===== config.mk =====
export PLATFORM = sky130hd
export DESIGN_NAME = btn_toggle_pulse_gen
export DESIGN_NICKNAME = d
export VERILOG_FILES = /design/src/rtl/btn_debounce_bit.sv /design/src/rtl/btn_toggle_pulse_gen.sv
export SDC_FILE = /design/constraint.sdc
export NUM_CORES = 1
export LEC_CHECK = 0
export CAP_MARGIN = 20
export CORE_MARGIN = 2
export CORE_UTILIZATION = 30
export CTS_BUF_LIST = sky130_fd_sc_hd__clkbuf_8
export DETAILED_ROUTE_END_ITERATION = 16
export PLACE_DENSITY = 0.44
export SLEW_MARGIN = 10
export SYNTH_ARGS = -nofsm -noshare
export SYNTH_HDL_FRONTEND = slang
export SYNTH_SLANG_ARGS = --single-unit

===== constraint.sdc =====
create_clock -name clk -period 2.5 [get_ports clk]
set_input_delay 0.75 -clock clk [delete_from_list [all_inputs] [get_ports clk]]
set_output_delay 0.75 -clock clk [all_outputs]
set_load 0.02 [all_outputs]

===== src/rtl/btn_debounce_bit.sv =====
// One button channel: two-flop synchronizer, debounce counter and accepted level,
// plus a single-cycle pulse on each accepted rising level.
module btn_debounce_bit #(
  parameter int DEBOUNCE_CYCLES = 1250000
) (
  input  logic clk,
  input  logic reset_n,
  input  logic btn,
  output logic pulse,
  output logic pulse_next,
  output logic level
);

  localparam int CW = (DEBOUNCE_CYCLES > 1) ? $clog2(DEBOUNCE_CYCLES) : 1;
  localparam logic [CW-1:0] CNT_MAX = CW'(DEBOUNCE_CYCLES - 1);

  logic          s1_reg;
  logic          s2_reg;
  logic          stable_reg;
  logic          stable_next;
  logic [CW-1:0] cnt_reg;
  logic [CW-1:0] cnt_next;
  logic          pulse_reg;
  logic          accept;

  // A new level is taken only after it has differed from the accepted one for
  // DEBOUNCE_CYCLES consecutive cycles; any return to the old level restarts the count.
  always_comb begin
    accept      = (s2_reg != stable_reg) && (cnt_reg == CNT_MAX);
    stable_next = stable_reg;
    cnt_next    = '0;
    pulse_next  = 1'b0;
    if (s2_reg != stable_reg) begin
      if (accept) begin
        stable_next = s2_reg;
        pulse_next  = s2_reg;
      end else begin
        cnt_next = cnt_reg + CW'(1);
      end
    end
  end

  always_ff @(posedge clk or negedge reset_n) begin
    if (!reset_n) begin
      s1_reg     <= 1'b0;
      s2_reg     <= 1'b0;
      stable_reg <= 1'b0;
      cnt_reg    <= '0;
      pulse_reg  <= 1'b0;
    end else begin
      s1_reg     <= btn;
      s2_reg     <= s1_reg;
      stable_reg <= stable_next;
      cnt_reg    <= cnt_next;
      pulse_reg  <= pulse_next;
    end
  end

  assign pulse = pulse_reg;
  assign level = stable_reg;

endmodule


===== src/rtl/btn_toggle_pulse_gen.sv =====
// Turns raw bouncing buttons into single-cycle toggle requests (t/en) for a
// downstream toggle register, plus debounced levels for status LEDs.
module btn_toggle_pulse_gen #(
  parameter int SIZE            = 4,
  parameter int DEBOUNCE_CYCLES = 1250000
) (
  input  logic            clk,
  input  logic            reset_n,
  input  logic [SIZE-1:0] btn,
  output logic [SIZE-1:0] t,
  output logic            en,
  output logic [SIZE-1:0] level
);

  if (DEBOUNCE_CYCLES < 2) begin : g_bad_debounce
    $error("btn_toggle_pulse_gen: DEBOUNCE_CYCLES must be >= 2");
  end

  logic [SIZE-1:0] t_next;
  logic            en_reg;

  for (genvar gi = 0; gi < SIZE; gi++) begin : g_bit
    btn_debounce_bit #(
      .DEBOUNCE_CYCLES(DEBOUNCE_CYCLES)
    ) u_bit (
      .clk        (clk),
      .reset_n    (reset_n),
      .btn        (btn[gi]),
      .pulse      (t[gi]),
      .pulse_next (t_next[gi]),
      .level      (level[gi])
    );
  end

  // Registered from the next-state pulses so en lines up with t in the same cycle.
  always_ff @(posedge clk or negedge reset_n) begin
    if (!reset_n) en_reg <= 1'b0;
    else          en_reg <= |t_next;
  end

  assign en = en_reg;

endmodule


==> run summary, run 1 <==
Core Area: 0.0159 mm2
crit path max fanout: 4
clock buffer depth: 2
synthesized net count: 500
vias in the first global route: 3,592
P per Cell Area: 542 mW/mm2
Synth area leader: dfrtp_1
CP endpoint kind: output port
IO buf count: 14
flops & latches, synth: 101
worst slack at placement: 443 ps
crit-path cells: clkdlybuf4s50_1
syn_area_per_cell: 9.94 um2
commonest non-fill, non-tap cells in the layout: dfrtp_1 (101), nor2_1 (63), xor2_1 (29), nand3_1 (26)
final worst-path cycle share: 87.8%
Setup Buffers After CTS: 0
nets: 512
total power: 2.95 mW
EDFF count, synth: 0
Skew-Pair Late Insertion Delay: 370 ps
initial antenna violation count: 0
Hold Violations, Final: 0
share of synthesized registers carrying an async set or reset: 100%
Die Span X: 131 um
DRT Pass-1 Iters: 4
Ports: 15
DP Wirelength: 6430 um
vias post-DR: 3,514
Remaining Overflow, GRT: 0
Slew @ Worst Pin: 738 ps
TritonCTS Buffers: 9
H-tree depth: 3
RD Place Congestion: 0.740
Final setup viols: 0
DR iter-0 viols: 255
VDD IR max: 0.215 mV
# DRC: 0
Setup Skew: 7.04 ps
commonest non-fill, non-tap cell in the layout: dfrtp_1
max-cap violation count: 0
Yosys warning total: 0
Mapped Cells: 490
All-Layer GR Usage: 12.1%
Total Die Area: 0.0173 mm2
hold_buf cts: 0
kind of cell adding the most delay to the critical path: buffers and inverters
Mapped Area: 0.00487 mm2
ANT nets after route: 0
critical path data required time: 1750 ps
Cells after DPL: 707
area post-placement: 0.00523 mm2
Worst Path Buf+Inv: 1
CTS tree: yes
antenna cells: 0
Slowest cell on crit path: clkdlybuf4s50_1
Synth top area share: 51.9%
area grow syn2layout: 11.9%
CP startpoint kind: flip-flop
outcome: completed
row cnt: 46
setup TNS: 0 ps
CTS resizes: 0
final instance area: 0.00545 mm2
Seq/Total Area, Yosys: 51.9%
non-filler cells in the finished layout: 723
worst min path class: reg -> reg
layout cells sized above 1: 7.89%
RSZ-0062 raised after global routing: false
Synth area leaders: dfrtp_1 (52%), xor2_1 (5.2%), nor2_1 (4.9%)
Root Driver: clkbuf_8
Setup WS post-layout: 306 ps
routed vias/inst: 4.86
WP data arrival: 1440 ps
Starting Density: 30.7%
Final min period: 2190 ps
Max Clk Rate: 456 MHz
max-slew violations: 0
max reg flops: 84
clock sink total: 101
slew margin rel.: 50.3%
Die Ht: 131 um
leakage power: 2.17 nW
Netlist cell types: 40
largest net degree at the start of global routing: 102
Main synth FF type: dfrtp_1
drt total wl: 9690 um
max incr delay on CP: 640 ps
clk slew on worst S/H paths: 100 ps
first-pass GRT wire length: 17,400 um
Setup CP Type: reg -> out
per-cell routed wire length: 13.4 um
Hold WS: 355 ps
fin util: 34.3%
-- logic make-up (layout without fill, tap and decap cells) --
kind of cell	count (synthesis)	count (layout)	share of synthesized area, %
AO/OA/AOI/OAI	64	64	7.45
XOR/XNOR	52	52	9.35
adder cells (fa/ha/maj)	4	4	1.03
AND/OR/NAND/NOR	228	228	25.9
multiplexers	2	2	0.462
flip-flops	101	101	51.9
buffers and inverters	39	56	3.96
-- cell usage after synthesis, drive strengths merged, types with 2 or more instances --
library cell,n
nand2,26
nor4b,5
and4,10
ha,4
mux2,2
nand4,24
nor3,9
dfrtp,101
inv,18
buf,15
and3,9
clkbuf,6
or4,12
o21ai,26
xnor2,23
or3,22
nor2,63
nand3,27
o31ai,8
xor2,29
a21oi,28
and2,5
a31o,2
nor4,11
-- routing by layer --
layer / global-route usage [%] / part of all wire, % / vias to the layer above
li1: - / - / 1753
met1: 16.6 / 50 / 1716
met2: 18.7 / 45 / 33
met3: 2.70 / 2.8 / 12
met4: 5.01 / 1.7 / 0
met5: 0 / 0 / -
-- report_power, final --
part           switching [mW]  internal (mW)  total [mW]
combinational          0.0731         0.0338       0.107
clock                   0.581          0.590        1.17
sequential             0.0215           1.65        1.68
-- worst paths after layout --
| kind | start | end | slack [ps] | cells past startpoint |
|---|---|---|---|---|
| setup / recovery | g_bit[1].u_bit.level | level[1] | 310 | 1 |
| hold / removal | g_bit[2].u_bit.s1_reg | g_bit[2].u_bit.s2_reg | 360 | 0 |
| setup reg to reg | g_bit[1].u_bit.cnt_reg[0] | g_bit[1].u_bit.cnt_reg[4] | 460 | 6 |
| hold reg to reg | g_bit[2].u_bit.s1_reg | g_bit[2].u_bit.s2_reg | 360 | 0 |
| max in group asynchronous | reset_n | g_bit[1].u_bit.cnt_reg[4] | 1680 | 2 |
| min in group asynchronous | reset_n | g_bit[0].u_bit.cnt_reg[17] | 420 | 2 |
-- area by class of cell --
class / instances / area (um2)
clock inverters: 6 / 86.3
repair buffers: 22 / 210
fillers: 1663 / 10400
multi-input cells: 350 / 2150
well taps: 216 / 270
inverters: 18 / 67.6
clock buffers: 10 / 138
flip-flops and latches: 101 / 2530
Power figures use the tool's default switching activity.
==> inputs of run 2 (changes only) <==
--- a/config.mk
+++ b/config.mk
@@ -5,7 +5,6 @@
 export SDC_FILE = /design/constraint.sdc
 export NUM_CORES = 1
 export LEC_CHECK = 0
-export CAP_MARGIN = 20
 export CORE_MARGIN = 2
 export CORE_UTILIZATION = 30
 export CTS_BUF_LIST = sky130_fd_sc_hd__clkbuf_8
==> results of run 2 <==
Same layout as run 1: the final DEF is identical, and so are final timing and power.
